**src/rtl/alarm_tone_gen.sv**
```systemverilog
// Alarm tone generator: distance threshold with hysteresis drives a
// distance-pitched square wave, chopped into beep bursts, with optional latch.
module alarm_tone_gen #(
  parameter int DIST_W    = 8,
  parameter int NEAR_TH   = 100,
  parameter int HYST      = 10,
  parameter int CNT_W     = 16,
  parameter int HALF_BASE = 4,
  parameter int HALF_STEP = 1,
  parameter int BEEP_ON   = 1000,
  parameter int BEEP_OFF  = 1000,
  parameter int LATCH     = 0
) (
  input  logic              CLK,
  input  logic              RST,
  input  logic              Arm,
  input  logic              Ack,
  input  logic [DIST_W-1:0] Distance,
  output logic              Data,
  output logic              Trig,
  output logic              Alarm
);

  typedef enum logic [1:0] {ST_IDLE, ST_BEEP_ON, ST_BEEP_OFF} state_t;

  // Release threshold lives in DIST_W+1 bits; if it cannot be reached by
  // any Distance value, release by distance is disabled outright.
  localparam int              CLR_SUM = NEAR_TH + HYST;
  localparam bit              CLR_OK  = (CLR_SUM <= (2**DIST_W) - 1);
  localparam logic [DIST_W:0] NEAR_V  = (DIST_W+1)'(NEAR_TH);
  localparam logic [DIST_W:0] CLR_V   = (DIST_W+1)'(CLR_SUM);
  localparam logic [CNT_W-1:0] ON_LAST  = CNT_W'(BEEP_ON - 1);
  localparam logic [CNT_W-1:0] OFF_LAST = CNT_W'(BEEP_OFF - 1);

  state_t           st, st_n;
  logic [CNT_W-1:0] tone_cnt, tone_n;
  logic [CNT_W-1:0] beep_cnt, beep_n;
  logic [CNT_W-1:0] half_lat, half_n;
  logic             data_n, trig_n, alarm_n;

  logic             near, clear, leave;
  logic [CNT_W-1:0] half;

  assign near  = {1'b0, Distance} < NEAR_V;
  assign clear = CLR_OK && ({1'b0, Distance} >= CLR_V);
  assign half  = CNT_W'(HALF_BASE + 32'(Distance) * HALF_STEP);
  assign leave = !Arm || (clear && ((LATCH == 0) || Ack));

  always_ff @(posedge CLK) begin
    if (!RST) begin
      st       <= ST_IDLE;
      tone_cnt <= '0;
      beep_cnt <= '0;
      half_lat <= '0;
      Data     <= 1'b0;
      Trig     <= 1'b0;
      Alarm    <= 1'b0;
    end else begin
      st       <= st_n;
      tone_cnt <= tone_n;
      beep_cnt <= beep_n;
      half_lat <= half_n;
      Data     <= data_n;
      Trig     <= trig_n;
      Alarm    <= alarm_n;
    end
  end

  always_comb begin
    st_n    = st;
    tone_n  = tone_cnt;
    beep_n  = beep_cnt;
    half_n  = half_lat;
    data_n  = Data;
    trig_n  = 1'b0;
    alarm_n = Alarm;
    case (st)
      ST_IDLE: begin
        data_n  = 1'b0;
        alarm_n = 1'b0;
        tone_n  = '0;
        beep_n  = '0;
        if (Arm && near) begin
          st_n    = ST_BEEP_ON;
          trig_n  = 1'b1;
          alarm_n = 1'b1;
          data_n  = 1'b1;
          half_n  = half;
        end
      end
      ST_BEEP_ON: begin
        alarm_n = 1'b1;
        if (leave) begin
          st_n    = ST_IDLE;
          data_n  = 1'b0;
          alarm_n = 1'b0;
          tone_n  = '0;
          beep_n  = '0;
        end else if (beep_cnt == ON_LAST) begin
          st_n   = ST_BEEP_OFF;
          data_n = 1'b0;
          beep_n = '0;
          tone_n = '0;
        end else begin
          beep_n = beep_cnt + 1'b1;
          // Pitch is re-sampled only at a half-period boundary, so no glitch.
          if (tone_cnt == half_lat - 1'b1) begin
            data_n = !Data;
            tone_n = '0;
            half_n = half;
          end else begin
            tone_n = tone_cnt + 1'b1;
          end
        end
      end
      ST_BEEP_OFF: begin
        alarm_n = 1'b1;
        data_n  = 1'b0;
        if (leave) begin
          st_n    = ST_IDLE;
          alarm_n = 1'b0;
          tone_n  = '0;
          beep_n  = '0;
        end else if (beep_cnt == OFF_LAST) begin
          st_n   = ST_BEEP_ON;
          data_n = 1'b1;
          tone_n = '0;
          beep_n = '0;
          half_n = half;
        end else begin
          beep_n = beep_cnt + 1'b1;
        end
      end
      default: begin
        st_n    = ST_IDLE;
        data_n  = 1'b0;
        alarm_n = 1'b0;
      end
    endcase
  end

endmodule

```
**config.mk**
```make
export PLATFORM = sky130hd
export DESIGN_NAME = alarm_tone_gen
export DESIGN_NICKNAME = d
export VERILOG_FILES = /design/src/rtl/alarm_tone_gen.sv
export SDC_FILE = /design/constraint.sdc
export NUM_CORES = 1
export LEC_CHECK = 0
export CAP_MARGIN = 20
export CORE_MARGIN = 4
export CORE_UTILIZATION = 58
export CTS_CLUSTER_SIZE = 8
export DETAILED_ROUTE_END_ITERATION = 8
export GPL_TIMING_DRIVEN = 0
export PLACE_DENSITY_LB_ADDON = 0.1
export SLEW_MARGIN = 20
export SYNTH_ARGS = -nofsm -noshare
export SYNTH_HDL_FRONTEND = slang
export SYNTH_SLANG_ARGS = --single-unit
```
**constraint.sdc**
```tcl
create_clock -name CLK -period 6 [get_ports CLK]
set_clock_uncertainty 0.1 [all_clocks]
set_input_delay 1.2 -clock CLK [delete_from_list [all_inputs] [get_ports CLK]]
set_output_delay 1.2 -clock CLK [all_outputs]
set_load 0.05 [all_outputs]
```
# Word-level counts from Yosys, hierarchy flattened
# Index checks and enable logic that the tools add are counted.
# totals
regBits,53
latch_bits,0
mem_bits_rw,0
rom_bits,0
out_inout_bits,3
wordCells,69
memories,0
# classes
addsub,4
n_mul,0
div,0
order_cmp,2
n_eq_ne,13
n_shift,0
muxes,31
bitwise_logic,0
reduce_logical,12
# op_table
op,count
$mux W16,13
$pmux W16 S3,2
$add A16 B1 Y16 const B,2
$pmux W16 S2,1
$eq A16 B10 Y1 const B,1
$eq A16 B16 Y1,1
$sub A16 B1 Y16 const B,1
$ne A2 B2 Y1 const B,6
$mux W2,5
$add A3 B8 Y9 const A,1
$ge A8 B7 Y1 const B,1
$lt A8 B7 Y1 const B,1
$mux W1,7
$reduce_and A7 Y1,1
$ne A3 B3 Y1 const B,2
$pmux W2 S3,1
$ne A4 B4 Y1 const B,1
$reduce_and A2 Y1,2
$pmux W1 S3,1
$reduce_and A3 Y1,1
$reduce_bool A3 Y1,1
$eq A2 B1 Y1 const B,1
$eq A2 B2 Y1 const B,1
$logic_not A1 Y1,2
6 further kinds,6

# Depth between registers and ports, before layout
# depth
word_depth,6
ltp_mapped,10
mapped_depth_nobuf,9

# Worst setup path after synthesis
# No wires, ideal clock.
# synth_timing
path_kind,input-to-reg
startpoint,in Distance[2]
endpoint,reg tone_cnt[2]
t_arrival_ps,2774
required_ps,5835
setup_slack_ps,3062
stages,9
path_buffers,2
cell_sequence,ha_1 -> o211ai_1 -> and2_1 -> clkbuf_1 -> nand2_1 -> a211oi_1 -> o21ai_2 -> buf_4 -> nor2_1
# synth_via
elab_chain_cells,4
word_cells_on_any_way,7
cone_classes,order compare (1); eq/ne (1); mux (3); reduce/logical (2)
# synth_rtl
item,line_no,source
"start, declared",18,"input logic [DIST_W-1:0] Distance,"
$ge A8 B7 Y1 (*),45,"assign clear = CLR_OK && ({1'b0, Distance} >= CLR_V);"
$logic_or A1 B1 Y1 (*),47,assign leave = !Arm || (clear && ((LATCH == 0) || Ack));
"$mux W16, or another cell as far along",119,if (leave) begin
$pmux W16 S3 or $reduce_and A2 Y1 (tied branches),-,
"end signal, assigned",60,tone_cnt <= tone_n;
"end, declared",36,"logic [CNT_W-1:0] tone_cnt, tone_n;"
# Every way passes the cells marked *; elsewhere a longest branch is shown, timed or not.
# A chain may end at the register's enable or synchronous reset.

# Final worst setup path
# layout_timing
startpoint,in Distance[2]
endpoint,reg tone_cnt[6]
# Same word-level chain as after synthesis.

==> flow_summary.json <==
{
  "status": "completed",
  "drt_iter0_markers": 195,
  "grt-ovfl-total": 0,
  "clock.fmax_ghz": 0.273,
  "p_leak_uw": 0.00109,
  "syn_to_final_growth_pct": 10.4,
  "grt_pass1_wl_mm": 11.0,
  "yosysWarningCount": 0,
  "cts-root-buf": "clkbuf_8",
  "crit_chain": "clkdlybuf4s50_1, ha_1, o211ai_1, and2_1, clkbuf_1, nand2_1, a211oi_1, o21ai_2, buf_4, nor2_1",
  "finish.utilization": 0.678,
  "path_class": "input pin to register",
  "cts_tree": "built",
  "cts_sinks": 46,
  "routedWlPerCell_um": 15.3,
  "synthesis.area_um2": 2750,
  "rsz0062_at_grt": "false",
  "synth_async_sr_flop_share": 0,
  "maxCapViolCount": 0,
  "grtUsageTotal": 0.224,
  "grt_pass1_vias": 2321,
  "worst_slew_pin_slew_ns": 0.668,
  "antenna_cells": 0,
  "gp_congestion": 0.861,
  "rr_startpoint": "beep_cnt[0]",
  "path_max_fanout": 10,
  "endpoint_kind": "register",
  "synth_fp_nets": 358,
  "hp-start": "Data",
  "ff2ff_setup_slack_ns": 3.24,
  "routed_wl_mm": 6.29,
  "clkLatencyLatePin_ns": 0.30,
  "worst_path_largest_cell_delay_ns": 0.52,
  "finalHoldViolCount": 0,
  "worstSetupStartpointType": "input pin",
  "ys_types": 54,
  "finalCritPeriodShare": 0.612,
  "max_slew_margin": 0.551,
  "syn_inst": 337,
  "cts_max_level": 2,
  "syn_avg_cell_area_um2": 8.15,
  "critPathArrivalTime_ns": 3.81,
  "setup_slack_ns": 2.33,
  "dr.pass1.iters": 5,
  "crit_slowest_cell": "clkdlybuf4s50_1",
  "postRouteAntennaNets": 0,
  "slew_viol_final": 0,
  "initial_utilization": 0.614,
  "postCtsSetupRepairBufs": 0,
  "cts_resized": 0,
  "fin_nets": 378,
  "drc_errors": 0,
  "fp.coreArea_um2": 4470,
  "die_area_um2": 5900,
  "synth-seq-cells": 46,
  "ys.flop_type": "dfxtp_1",
  "whs_path_depth": 2,
  "holdPathEnd": "Data",
  "die_y_um": 76.8,
  "grt_start_max_net_pins": 14,
  "fin_crit_ns": 3.67,
  "hp-class": "register to register",
  "holdBufCountCts": 0,
  "row_count": 24,
  "critPathRequiredTime_ns": 6.14,
  "hpwl_mm": 4.64,
  "critPathLaunch": "Distance[2]",
  "cts-buffers-inserted": 5,
  "max-clock-path-buffers": 2,
  "synth_edf_count": 0,
  "ys_seq_area_frac": 0.335,
  "drive_gt1_frac": 0.0531,
  "vias_per_cell": 6.30,
  "cts.clk_slew.worst_paths_ns": 0.08,
  "finalSetupTns_ns": 0,
  "ir_worst_vdd_mv": 0.172,
  "final_common_cell": "dfxtp_1",
  "p_per_area_nw_per_um2": 227,
  "grt_antenna_before_repair": 0,
  "io_pins": 15,
  "layout_common_cells": "dfxtp_1, nor2_1, a21oi_1, nand3_1, nand2_1",
  "dp_slack_ns": 2.03,
  "die_x_um": 76.8,
  "portBuffers": 13,
  "r2r_end": "half_lat[1]",
  "ff2ff_path_depth": 7,
  "vias": 2584,
  "setup_viol": 0
}
final cells by class:
cell class	count	area, um2
Multi-Input combinational cell	263	1710
Timing Repair Buffer	13	130
Fill cell	383	1440
Tap cell	52	65.1
Inverter	14	52.6
Buffer	14	65.1
Clock buffer	7	86.3
Sequential cell	46	921
Clock inverter	1	5.00
sequential cells by signal, summed over array words and instances (netlist names):
| signal | flops |
|---|---|
| beep_cnt | 16 |
| st | 2 |
| half_lat | 9 |
| Trig | 1 |
| Data | 1 |
| tone_cnt | 16 |
| Alarm | 1 |
per-stage QoR:
step	std cells	hold slack, ns	instance area [um2]	total power, uW
after global routing	410	0.429	3030	728
after floorplan	337	0.365	2750	458
after global placement	402	0.363	2940	492
after CTS	410	0.392	3030	691
after detailed placement	402	0.376	2940	497
final	410	0.384	3030	690
cell usage after synthesis (all sizes together), types with 6 or more instances:
master,instances,share of area
dfxtp,46,0.34
nor2,33,0.045
a21oi,23,0.042
nand3,23,0.042
nand2,20,0.027
o21ai,16,0.031
xor2,16,0.051
inv,14,0.019
xnor2,12,0.038
clkbuf,11,0.015
a211oi,10,0.027
and3,10,0.023
ha,9,0.041
a31oi,8,0.018
and2,8,0.018
mux2i,6,0.022
nor3,6,0.011
routing by layer:
metal | routed length (um) | GRT usage | up-vias
li1 | - | - | 1264
met1 | 2990 | 0.330 | 1178
met2 | 2680 | 0.313 | 126
met3 | 518 | 0.0480 | 16
met4 | 102 | 0.0924 | 0
met5 | 0 | 0 | -
critical path, delay by kind of cell:
kind	cells	cell delay (ns)
AOI/OAI and AO/OA	3	0.87
and+or+nand+nor	3	0.40
adders and majority gates	1	0.29
buffers and inverters	3	1.04
report_power, final:
group / internal (uW) / switching [uW] / leakage, uW
logic: 70.6 / 87.2 / 0.000667
registers: 317 / 19.1 / 0.000372
clock network: 93.1 / 103 / 0.0000482
total: 481 / 209 / 0.00109
cells by family (layout without fill, tap and decap cells):
logic type	after synthesis	count (layout)	synth area share
flops	46	46	0.335
mux	6	6	0.0219
compound gates	79	79	0.189
xor+xnor	28	28	0.0893
buf+inv	28	49	0.0428
fa+ha+maj	9	9	0.0410
simple gates	141	141	0.281
worst max-delay path by stage:
stage                             end  slack [ns]  cells after the start
after floorplan           tone_cnt[2]        3.06                      9
after global placement    tone_cnt[4]        2.06                     10
after detailed placement  tone_cnt[6]        2.03                     10
after CTS                 tone_cnt[6]        2.33                     10
after global routing      tone_cnt[1]        2.05                     10
final                     tone_cnt[6]        2.33                     10
Power figures use the tool's default switching activity.
